[config.mk]
export PLATFORM = sky130hd
export DESIGN_NAME = mem_port_arbiter
export DESIGN_NICKNAME = d
export VERILOG_FILES = /design/src/rtl/mem_port_arbiter.sv
export SDC_FILE = /design/constraint.sdc
export NUM_CORES = 1
export LEC_CHECK = 0
export CORE_AREA = 2 2 244 246
export DETAILED_ROUTE_END_ITERATION = 12
export DIE_AREA = 0 0 246 248
export GPL_ROUTABILITY_DRIVEN = 0
export GPL_TIMING_DRIVEN = 0
export PLACE_DENSITY_LB_ADDON = 0.2
export SKIP_LAST_GASP = 1
export SYNTH_ARGS = -nofsm -noshare
export SYNTH_HDL_FRONTEND = slang
export SYNTH_SLANG_ARGS = --single-unit
[constraint.sdc]
create_clock -name clk -period 1.85 [get_ports clk]
set_clock_uncertainty 0.2 [all_clocks]
set_input_delay 0.37 -clock clk [delete_from_list [all_inputs] [get_ports clk]]
set_output_delay 0.37 -clock clk [all_outputs]
set_load 0.05 [all_outputs]
[src/rtl/mem_port_arbiter.sv]
// Shares one main-memory line port between D write-back, D refill and I refill.
// One transaction at a time: LATENCY busy cycles, then a one-cycle ack pulse.
module mem_port_arbiter #(
  parameter int ADDR_W  = 26,
  parameter int LINE_W  = 128,
  parameter int LATENCY = 4
) (
  input  logic              clk,
  input  logic              reset,
  input  logic              reqI_cache,
  input  logic [ADDR_W-1:0] reqAddrI_mem,
  input  logic              reqD_cache,
  input  logic [ADDR_W-1:0] reqAddrD_mem,
  input  logic              reqD_cache_write,
  input  logic [ADDR_W-1:0] reqAddrD_write_mem,
  input  logic [LINE_W-1:0] data_from_cache,
  output logic [LINE_W-1:0] data_to_cache,
  output logic              read_ready_for_icache,
  output logic              read_ready_for_dcache,
  output logic              written_data_ack,
  output logic              mem_en,
  output logic              mem_we,
  output logic [ADDR_W-1:0] mem_addr,
  output logic [LINE_W-1:0] mem_wdata,
  input  logic [LINE_W-1:0] mem_rdata
);

  localparam logic [2:0] IDLE   = 3'd0;
  localparam logic [2:0] BUSY_W = 3'd1;
  localparam logic [2:0] BUSY_D = 3'd2;
  localparam logic [2:0] BUSY_I = 3'd3;
  localparam logic [2:0] DONE   = 3'd4;

  localparam logic [3:0] CNT_INIT = 4'(LATENCY - 1);

  logic [2:0]        state_q, state_d;
  logic [3:0]        cnt_q, cnt_d;
  logic [ADDR_W-1:0] addr_q, addr_d;
  logic [LINE_W-1:0] wdata_q, wdata_d;
  logic [LINE_W-1:0] rdata_q, rdata_d;
  logic              last_grant_i_q, last_grant_i_d;
  logic [2:0]        ack_q, ack_d;  // {write-back, D refill, I refill}
  logic              grant_w, grant_i, grant_d;
  logic              busy;

  // Write-back first so an evicted line lands before its replacement is read.
  always_comb begin
    grant_w = reqD_cache_write;
    grant_i = !reqD_cache_write && reqI_cache && (!reqD_cache || !last_grant_i_q);
    grant_d = !reqD_cache_write && reqD_cache && !grant_i;
  end

  always_comb begin
    state_d        = state_q;
    cnt_d          = cnt_q;
    addr_d         = addr_q;
    wdata_d        = wdata_q;
    rdata_d        = rdata_q;
    last_grant_i_d = last_grant_i_q;
    ack_d          = 3'b000;
    case (state_q)
      IDLE: begin
        cnt_d = CNT_INIT;
        if (grant_w) begin
          state_d        = BUSY_W;
          addr_d         = reqAddrD_write_mem;
          wdata_d        = data_from_cache;
          last_grant_i_d = 1'b0;
        end else if (grant_i) begin
          state_d        = BUSY_I;
          addr_d         = reqAddrI_mem;
          last_grant_i_d = 1'b1;
        end else if (grant_d) begin
          state_d        = BUSY_D;
          addr_d         = reqAddrD_mem;
          last_grant_i_d = 1'b0;
        end
      end
      BUSY_W, BUSY_D, BUSY_I: begin
        cnt_d = cnt_q - 4'd1;
        if (cnt_q == 4'd0) begin
          state_d = DONE;
          cnt_d   = 4'd0;
          case (state_q)
            BUSY_W: ack_d = 3'b100;
            BUSY_D: begin
              ack_d   = 3'b010;
              rdata_d = mem_rdata;
            end
            default: begin
              ack_d   = 3'b001;
              rdata_d = mem_rdata;
            end
          endcase
        end
      end
      DONE:    state_d = IDLE;
      default: state_d = IDLE;
    endcase
  end

  always_ff @(posedge clk) begin
    if (reset) begin
      state_q        <= IDLE;
      cnt_q          <= 4'd0;
      addr_q         <= '0;
      wdata_q        <= '0;
      rdata_q        <= '0;
      last_grant_i_q <= 1'b0;
      ack_q          <= 3'b000;
    end else begin
      state_q        <= state_d;
      cnt_q          <= cnt_d;
      addr_q         <= addr_d;
      wdata_q        <= wdata_d;
      rdata_q        <= rdata_d;
      last_grant_i_q <= last_grant_i_d;
      ack_q          <= ack_d;
    end
  end

  // Address and write data are forced to zero outside an active access.
  assign busy                  = (state_q == BUSY_W) || (state_q == BUSY_D) || (state_q == BUSY_I);
  assign mem_en                = busy;
  assign mem_we                = (state_q == BUSY_W);
  assign mem_addr              = busy ? addr_q : '0;
  assign mem_wdata             = mem_we ? wdata_q : '0;
  assign data_to_cache         = rdata_q;
  assign read_ready_for_icache = ack_q[0];
  assign read_ready_for_dcache = ack_q[1];
  assign written_data_ack      = ack_q[2];

endmodule
==> impl_metrics.prom <==
# TYPE chip_impl_metric gauge
chip_impl_metric{name="io_pins",unit=""} 626
chip_impl_metric{name="power.switching",unit="W"} 0.007470
chip_impl_metric{name="grt_pass1_vias",unit=""} 13020
chip_impl_info{name="worstSetupStartpointType",value="flip-flop"} 1
chip_impl_metric{name="post_route_cells_drive_above_1_share",unit="%"} 40.86
chip_impl_metric{name="synth-async-reset-ratio",unit="%"} 0
chip_impl_metric{name="design.die.area",unit="mm2"} 0.06101
chip_impl_metric{name="cellPowerDensity",unit="mW/mm2"} 931.0
chip_impl_metric{name="cts.sinks",unit=""} 293
chip_impl_info{name="failing_checks",value="negative setup slack"} 1
chip_impl_info{name="regToRegEndpoint",value="data_to_cache[83]"} 1
chip_impl_metric{name="arrival_worst_endpoint",unit="ps"} 1940
chip_impl_metric{name="p_clk_share",unit="%"} 31.7
chip_impl_info{name="min_delay_worst_endpoint",value="state_q[2]"} 1
chip_impl_info{name="status",value="finished, violations left"} 1
chip_impl_metric{name="finalSetupViolCount",unit=""} 442
chip_impl_metric{name="dpl-instance-area",unit="mm2"} 0.01986
chip_impl_metric{name="drt_wl_total",unit="mm"} 60.70
chip_impl_metric{name="dr_total_vias",unit=""} 13300
chip_impl_metric{name="synthesis.instances",unit=""} 1514
chip_impl_metric{name="layout_min_cycle_time",unit="ps"} 2511
chip_impl_info{name="synth_commonest_cells",value="516 x sky130_fd_sc_hd__nand2_1, 293 x sky130_fd_sc_hd__dfxtp_1, 266 x sky130_fd_sc_hd__a21oi_1, 155 x sky130_fd_sc_hd__and2_1, 59 x sky130_fd_sc_hd__clkbuf_1"} 1
chip_impl_metric{name="sequentialPowerShare",unit="%"} 31.9
chip_impl_metric{name="avgSynthCellArea",unit="um2"} 8.100
chip_impl_info{name="worstSetupEndpointType",value="output port"} 1
chip_impl_metric{name="worstMarginPinSlew",unit="ps"} 914.7
chip_impl_metric{name="vdd.ir_drop.worst",unit="mV"} 0.5361
chip_impl_metric{name="num-nets-final",unit=""} 2613
chip_impl_metric{name="detail_route.first_pass.iterations",unit=""} 5
chip_impl_metric{name="share_comb_of_total_power",unit="%"} 36.4
chip_impl_metric{name="final-max-slew-violation-count",unit=""} 0
chip_impl_metric{name="min_period_over_period",unit="%"} 135.7
chip_impl_metric{name="postRouteAntennaNets",unit=""} 0
chip_impl_metric{name="yosysTopAreaCellShare",unit="%"} 47.83
chip_impl_info{name="criticalPathCategory",value="flip-flop to output port"} 1
chip_impl_metric{name="syn_area",unit="mm2"} 0.01226
chip_impl_metric{name="post-route-cell-area",unit="mm2"} 0.02444
chip_impl_metric{name="post-route-util",unit="%"} 41.80
chip_impl_metric{name="finalHoldViolations",unit=""} 0
chip_impl_info{name="synth_top_cell_by_area",value="sky130_fd_sc_hd__dfxtp_1"} 1
chip_impl_metric{name="synth_enable_flop_cells",unit=""} 0
chip_impl_metric{name="slew-limit-headroom",unit="%"} 39.02
chip_impl_metric{name="p_sw_share",unit="%"} 32.83
chip_impl_info{name="top_flip_flop_cell_by_instance_count_after_synthesis",value="sky130_fd_sc_hd__dfxtp_1"} 1
chip_impl_metric{name="drt-vias-per-instance",unit=""} 4.326
chip_impl_metric{name="synth.net_count",unit=""} 1853
chip_impl_info{name="synth.area.top_cells",value="sky130_fd_sc_hd__dfxtp_1 48%, sky130_fd_sc_hd__nand2_1 16%, sky130_fd_sc_hd__a21oi_1 11%"} 1
chip_impl_metric{name="grt_max_degree",unit=""} 12
chip_impl_metric{name="n_fill_cell",unit=""} 5820
chip_impl_metric{name="die_w",unit="um"} 246
chip_impl_metric{name="port-buffer-count",unit=""} 624
chip_impl_metric{name="path_clk_slew",unit="ps"} 60
chip_impl_metric{name="place_worst_setup_slack",unit="ps"} -1283
chip_impl_metric{name="floorplan.initialDensity",unit="%"} 20.98
chip_impl_metric{name="global_route.usage.total",unit="%"} 17.27
chip_impl_metric{name="synth-seq-cells",unit=""} 293
chip_impl_metric{name="worst-r2r-cell-count",unit=""} 8
chip_impl_metric{name="tritoncts.num_buffers",unit=""} 37
chip_impl_metric{name="internal-power",unit="W"} 0.01528
chip_impl_metric{name="crit_path_max_fanout",unit=""} 6
chip_impl_metric{name="leakagePower",unit="nW"} 9.730
chip_impl_metric{name="synth.yosys.warnings",unit=""} 0
chip_impl_metric{name="ys_seq_area_share",unit="%"} 47.83
chip_impl_info{name="clock_tree.root_cell",value="sky130_fd_sc_hd__clkbuf_16"} 1
chip_impl_metric{name="global_route.overflow_total",unit=""} 0
chip_impl_metric{name="core_region_area",unit="mm2"} 0.05846
chip_impl_info{name="synth_most_common_cell",value="sky130_fd_sc_hd__nand2_1"} 1
chip_impl_metric{name="routed_wire_length_per_instance",unit="um"} 19.74
chip_impl_metric{name="detailed_place_hpwl",unit="mm"} 42.97
chip_impl_metric{name="drt_iter0_markers",unit=""} 468
chip_impl_metric{name="wire_length_of_the_first_global_routing_pass",unit="mm"} 79.79
chip_impl_metric{name="ctsLongestPathBuffers",unit=""} 3
chip_impl_metric{name="drc",unit=""} 0
chip_impl_metric{name="timing.hold.worst_path_depth",unit=""} 2
chip_impl_metric{name="rows",unit=""} 89
chip_impl_metric{name="clock_latency",unit="ps"} 550
chip_impl_info{name="hold_path.startpoint",value="reset"} 1
chip_impl_metric{name="r2r_slack",unit="ps"} -190
chip_impl_metric{name="design_power_total",unit="W"} 0.02275
chip_impl_metric{name="yosysUniqueCellTypes",unit=""} 37
chip_impl_metric{name="fin_ws",unit="ps"} -660.7
chip_impl_metric{name="syn_to_final_growth",unit="%"} 99.29
chip_impl_metric{name="die_height",unit="um"} 248
chip_impl_info{name="timing.hold.worst.class",value="primary input to flip-flop"} 1
chip_impl_info{name="origin_of_the_critical_flop_to_flop_path",value="state_q[2]"} 1
chip_impl_info{name="grt_setup_unrepaired",value="yes"} 1
chip_impl_info{name="tritoncts",value="yes"} 1
chip_impl_metric{name="h-tree-depth",unit=""} 2
chip_impl_metric{name="grt_antenna_before_repair",unit=""} 10
chip_impl_metric{name="timing.max_cap.violations",unit=""} 0
chip_impl_metric{name="timing.fmax",unit="GHz"} 0.3983
chip_impl_metric{name="cp.required",unit="ps"} 1280
layout by cell type (no fill, tap or decap), types with 2 or more instances in the layout:
cell type,instances
sky130_fd_sc_hd__nand2_1,415
sky130_fd_sc_hd__clkdlybuf4s50_1,337
sky130_fd_sc_hd__dfxtp_1,290
sky130_fd_sc_hd__a21oi_1,160
sky130_fd_sc_hd__buf_8,138
sky130_fd_sc_hd__and2_4,135
sky130_fd_sc_hd__clkbuf_2,129
sky130_fd_sc_hd__a21oi_2,126
sky130_fd_sc_hd__clkbuf_16,87
sky130_fd_sc_hd__nand2_4,57
sky130_fd_sc_hd__buf_12,51
sky130_fd_sc_hd__clkbuf_1,45
sky130_fd_sc_hd__buf_6,44
sky130_fd_sc_hd__nand2_2,44
sky130_fd_sc_hd__buf_4,39
sky130_fd_sc_hd__a21o_1,27
sky130_fd_sc_hd__nor2b_1,26
sky130_fd_sc_hd__nand3b_1,26
sky130_fd_sc_hd__o41ai_2,22
sky130_fd_sc_hd__and2_2,17
sky130_fd_sc_hd__buf_2,16
sky130_fd_sc_hd__clkbuf_8,9
sky130_fd_sc_hd__nor2_1,8
sky130_fd_sc_hd__o21ai_0,5
sky130_fd_sc_hd__diode_2,4
sky130_fd_sc_hd__and2_1,4
sky130_fd_sc_hd__buf_16,3
sky130_fd_sc_hd__clkbuf_4,3
sky130_fd_sc_hd__o41ai_1,3
sky130_fd_sc_hd__nor3_1,2
sky130_fd_sc_hd__clkinv_2,2
sky130_fd_sc_hd__dfxtp_4,2
metrics by stage:
step                instances  hold slack, ps  TNS (ps)
floorplan                1514           231.7    -55.52
detailed placement       2911           242.7   -361130
global placement         2911           240.7   -358170
CTS                      2988           28.36   -280370
finish                   3075           51.85   -127650
global route             3073           56.41   -167070
layer usage:
metal | routed length (um) | part of all wire (%) | up-vias | global-route usage (%)
li1 | - | - | 6478 | -
met1 | 24220 | 40 | 6275 | 20.03
met2 | 30110 | 50 | 424 | 29.97
met3 | 4574 | 7.5 | 110 | 5.461
met4 | 1684 | 2.8 | 16 | 5.811
met5 | 104 | 0.17 | - | 0
worst max-delay path: stages, from the launching register on:
cell	delay, ps
sky130_fd_sc_hd__dfxtp_4	350
sky130_fd_sc_hd__nand2b_4	150
sky130_fd_sc_hd__nor2_4	130
sky130_fd_sc_hd__buf_6	160
sky130_fd_sc_hd__buf_16	170
sky130_fd_sc_hd__clkbuf_16	150
sky130_fd_sc_hd__and2_4	140
sky130_fd_sc_hd__buf_8	140
layout make-up:
cell class	count	area, um2	share of cell area, %
Antenna cell	4	10.01	0.04096
Buffer	123	1391	5.693
Clock buffer	58	1137	4.654
Clock inverter	5	56.30	0.2304
Inverter	2	10.01	0.04096
Multi-Input combinational cell	1095	6952	28.45
Sequential cell	293	5874	24.04
Tap cell	773	967.2	3.958
Timing Repair Buffer	722	8040	32.90
flip-flops by register name (all words and copies together), names as in the netlist:
name,cells
state_q,3
data_to_cache,128
addr_q,26
last_grant_i_q,1
cnt_q,4
ack_q,3
wdata_q,128
logic make-up after synthesis:
family / count (synthesis) / share of synthesized area (%)
AOI/OAI and AO/OA: 350 / 18.00
buffers and inverters: 126 / 6.479
DFF: 293 / 47.83
and+or+nand+nor: 745 / 27.69
power by group through the flow:
stage                     Clock, W  Combinational [W]  Sequential [W]
final                      0.00720            0.00828         0.00727
after detailed placement         0            0.00589         0.00733
after CTS                  0.00745            0.00638         0.00721
after floorplan                  0            0.00305         0.00783
after global placement           0            0.00586         0.00731
after global routing       0.00771            0.00874         0.00732
repair_timing:
item,4_1_cts,5_1_grt
cloned,10,44
pin swaps,6,92
hold endpoints to repair,0,0
hold buffers,0,0
endpoints found under the setup margin,560,574
buffers inserted,4,40
gates resized for setup,1004,1055
worst max path at each step:
stage	start	end	slack, ps	cells after the start
floorplan	state_q[2]	mem_wdata[119]	-60	5
global placement	state_q[2]	mem_wdata[79]	-1290	7
detailed placement	state_q[2]	mem_wdata[79]	-1280	7
CTS	state_q[2]	mem_addr[8]	-870	7
global route	state_q[2]	mem_wdata[32]	-760	7
finish	state_q[2]	mem_wdata[111]	-660	7
(Power assumes the default switching activity.)
